<file path="src/rtl/latch_bank.sv">
// Double-buffered multi-channel strobe-capture bank: strobed shadow words, atomic commit to active words.
// Optional LATCH_BANK_BYPASS_EN makes the shadow read transparent to an in-flight strobe, like a gated latch.
module latch_bank #(
  parameter int WIDTH = 8,
  parameter int CH    = 4,
  parameter int AW    = 2
) (
  input  logic             clk,
  input  logic             rst,
  input  logic             st,
  input  logic [AW-1:0]    a,
  input  logic [WIDTH-1:0] d,
  input  logic             bc,
  input  logic             cm,
  input  logic [AW-1:0]    ra,
  output logic [WIDTH-1:0] o,
  output logic [WIDTH-1:0] so,
  output logic [CH-1:0]    dirty,
  output logic [AW:0]      ndirty,
  output logic             cd,
  output logic             err
);

  localparam logic [AW:0] CH_L = (AW+1)'(CH);

  logic [WIDTH-1:0] shadow [CH];
  logic [WIDTH-1:0] active [CH];
  logic [CH-1:0]    wr_mask;
  logic             a_ok;
  logic [WIDTH-1:0] rd_active;
  logic [WIDTH-1:0] rd_shadow;

  assign a_ok = ({1'b0, a} < CH_L);

  always_comb begin
    wr_mask = '0;
    if (st) begin
      if (bc) begin
        wr_mask = '1;
      end else begin
        for (int i = 0; i < CH; i++) begin
          if (a == AW'(i)) wr_mask[i] = 1'b1;
        end
      end
    end
  end

  // Commit reads the pre-edge shadow, so a same-edge write lands after the copy and stays dirty.
  always_ff @(posedge clk) begin
    if (rst) begin
      for (int i = 0; i < CH; i++) begin
        shadow[i] <= '0;
        active[i] <= '0;
      end
      dirty <= '0;
      cd    <= 1'b0;
      err   <= 1'b0;
    end else begin
      cd <= cm;
      for (int i = 0; i < CH; i++) begin
        if (cm && dirty[i]) active[i] <= shadow[i];
        if (wr_mask[i]) shadow[i] <= d;
      end
      dirty <= (cm ? '0 : dirty) | wr_mask;
      if (st && !bc && !a_ok) err <= 1'b1;
    end
  end

  always_comb begin
    rd_active = '0;
    rd_shadow = '0;
    for (int i = 0; i < CH; i++) begin
      if (ra == AW'(i)) begin
        rd_active = active[i];
        rd_shadow = shadow[i];
      end
    end
  end

  assign o = rd_active;

`ifdef LATCH_BANK_BYPASS_EN
  logic ra_ok;
  logic bypass_hit;
  assign ra_ok      = ({1'b0, ra} < CH_L);
  assign bypass_hit = st && ra_ok && (bc || (a == ra));
  assign so         = bypass_hit ? d : rd_shadow;
`else
  assign so = rd_shadow;
`endif

  always_comb begin
    ndirty = '0;
    for (int i = 0; i < CH; i++) begin
      ndirty = ndirty + (AW+1)'(dirty[i]);
    end
  end

endmodule
</file>
<file path="config.mk">
export PLATFORM = sky130hd
export DESIGN_NAME = latch_bank
export DESIGN_NICKNAME = d
export VERILOG_FILES = /design/src/rtl/latch_bank.sv
export SDC_FILE = /design/constraint.sdc
export NUM_CORES = 1
export LEC_CHECK = 0
export CAP_MARGIN = 5
export CELL_PAD_IN_SITES_DETAIL_PLACEMENT = 0
export CELL_PAD_IN_SITES_GLOBAL_PLACEMENT = 1
export CORE_UTILIZATION = 49
export DETAILED_ROUTE_END_ITERATION = 12
export GPL_TIMING_DRIVEN = 0
export PLACE_DENSITY = 0.84
export RECOVER_POWER = 50
export SYNTH_ARGS = -nofsm -noshare
export SYNTH_HDL_FRONTEND = slang
export SYNTH_SLANG_ARGS = --single-unit
</file>
<file path="constraint.sdc">
create_clock -name clk -period 4.08 [get_ports clk]
set_clock_uncertainty 0.1 [all_clocks]
set_input_delay 0.612 -clock clk [delete_from_list [all_inputs] [get_ports clk]]
set_output_delay 0.612 -clock clk [all_outputs]
set_load 0.01 [all_outputs]
</file>
==> out/qor.yml <==
holdCritStartpoint: "shadow[2][6]"
fmax_mhz: 292
cts_made_buffers: 9
criticalPathCategory: "flop to primary output"
place_ws_ns: 1.02
synth_area_leader_cell: "edfxtp_1"
hpwl_um: 4660
ys_seq_area_share_pct: 64.4
nets: 264
tightest_slew_ns: 0.664
cts_sinks: 69
die_h_um: 82.0
wl_per_cell_um: 19.4
cts_setup_buffers: 0
cap_violations: 0
max_stage_delay_ns: 0.53
synth_seq_cells: 69
yosys_warnings: 0
outcome: "finished, final reports clean"
grt_pass1_wl_um: 9830
fp.dieW_um: 82.0
rsz0062_at_grt: "no"
gr-total-overflow: 0
rows: 28
grt_max_degree: 13
path_cells: "clkbuf_1, inv_1, fa_1, inv_1, ha_1, ha_1, clkdlybuf4s50_1"
ctsHoldBuffers: 0
crit_start: "dirty[1]"
synth-edff-count: 64
cp-start-kind: "flop"
clock_latency_ns: 0.34
yosysUniqueCellTypes: 25
slew-limit-headroom_pct: 55.6
ys_top_cells_by_count: "64 x edfxtp_1, 32 x and2_1, 32 x and3_1"
core-area_um2: 6060
ir_worst_vdd_uv: 230
syn_nets: 215
synthCells: 195
synthTopCellsByArea: "edfxtp_1 61%, mux4_2 7.2%, and2_1 6.4%"
crit_fanout: 10
fin_crit_sh_pct: 83.8
synth_ff_type: "edfxtp_1"
slew_viol_final: 0
avgSynthCellArea_um2: 16.1
drtIter0Drc: 152
cts_max_level: 3
root_buffer: "clkbuf_8"
n_fill_cell: 455
worstReg2RegStart: "dirty[3]"
syn_area_um2: 3140
layout-drive-gt1-share_pct: 11.6
synth-async-reset-ratio_pct: 0
cts_resized: 0
end_kind: "primary output"
min_path_type: "flop to flop"
syn2layout_area_growth_pct: 19.5
clock_path_buffers: 2
min_period_ns: 3.42
pin_count: 42
slowest_stage: "clkdlybuf4s50_1"
tns_ns: 0
dr.pass1.iters: 4
portBuffers: 38
antenna_found_initial: 0
finalWorstSetupSlack_ns: 0.660
grt_pass1_vias: 1816
place_congestion: 0.898
path_buf_inv: 4
clk_pin_slew_worst_paths_ns: 0.07
die-area_um2: 6730
synth.top_cell.area_share_pct: 61.2
cellLeakagePower_nw: 1.55
power_density_nw_per_um2: 401
num_antenna_cells: 0
drtAntennaViolNets: 0
totalWireLength_um: 6280
arrival_ns: 2.71
cts_tree: "built"
cp.required_ns: 3.37
viasPerCell: 5.48
start_util_pct: 51.8
finalHoldViolations: 0
finalSetupViolCount: 0
num_vias: 1777
critPathTopFamily: "buffers and inverters"
grtUsageTotal_pct: 21.3
synth_most_common_cell: "edfxtp_1"
drcViolationCount: 0
==> registers in the layout, indices dropped and copies added, names as in the netlist <==
signal and cells:
active 32, cd 1, shadow 32, dirty 4
==> cell families after synthesis <==
logic type,after synthesis,synth area share (%)
buf+inv,17,3.07
flops,69,64.4
mux,16,12.2
simple gates,73,14.9
compound gates,16,3.83
other cells,1,0.120
fa+ha+maj,3,1.44
==> worst paths after layout <==
| path | to | slack, ns | cells after the start |
|---|---|---|---|
| max reg2reg | active[3][4] | 2.47 | 2 |
| max | ndirty[1] | 0.66 | 7 |
| min reg2reg | active[2][6] | 0.50 | 1 |
| min | active[2][6] | 0.50 | 1 |
==> where the power goes <==
group | switching [mW] | internal, mW
clock network | 0.235 | 0.218
registers | 0.0256 | 0.828
logic | 0.0893 | 0.106
==> metrics by stage <==
step                      utilization [%]  cells  area [µm²]  hold slack [ns]  power, mW
final                                61.9    324        3750            0.495       1.50
after global routing                 61.9    324        3750            0.499       1.56
after CTS                            62.1    324        3770            0.487       1.51
after detailed placement             59.6    308        3610            0.470       1.07
after global placement               59.6    308        3610            0.475       1.06
after floorplan                         -    195        3140            0.438      0.961
==> layout by cell type (no fill, tap or decap), types with 2 or more instances in the layout <==
cell type         n
o21ba_2           2
a21o_1           11
mux4_2           10
o21ai_0           2
nor2b_1           4
clkinv_2          3
dfxtp_1           5
and2_0            8
and3_1           32
buf_2             2
inv_1             5
mux4_1            6
and2_1           24
edfxtp_1         64
clkdlybuf4s50_1  35
ha_1              2
nand2b_1          3
clkbuf_1         11
dlygate4sd3_1     3
clkbuf_8          9
==> area by class of cell <==
cell class	count	area [µm²]	share of cell area, %
Multi-Input combinational cell	109	1010	26.9
Clock inverter	3	15.0	0.400
Clock buffer	13	139	3.70
Timing Repair Buffer	38	380	10.1
Tap cell	75	93.8	2.50
Inverter	5	18.8	0.500
Buffer	12	75.1	2.00
Sequential cell	69	2020	53.9
==> per-layer routing <==
| layer | routed length [µm] | global-route usage (%) | vias to the layer above |
|---|---|---|---|
| met5 | 0 | 0 | - |
| met4 | 158 | 12.5 | 0 |
| met3 | 243 | 3.67 | 15 |
| met2 | 3050 | 32.9 | 56 |
| met1 | 2830 | 28.4 | 863 |
| li1 | - | - | 843 |
No activity file was read; power rests on OpenSTA's default activity.
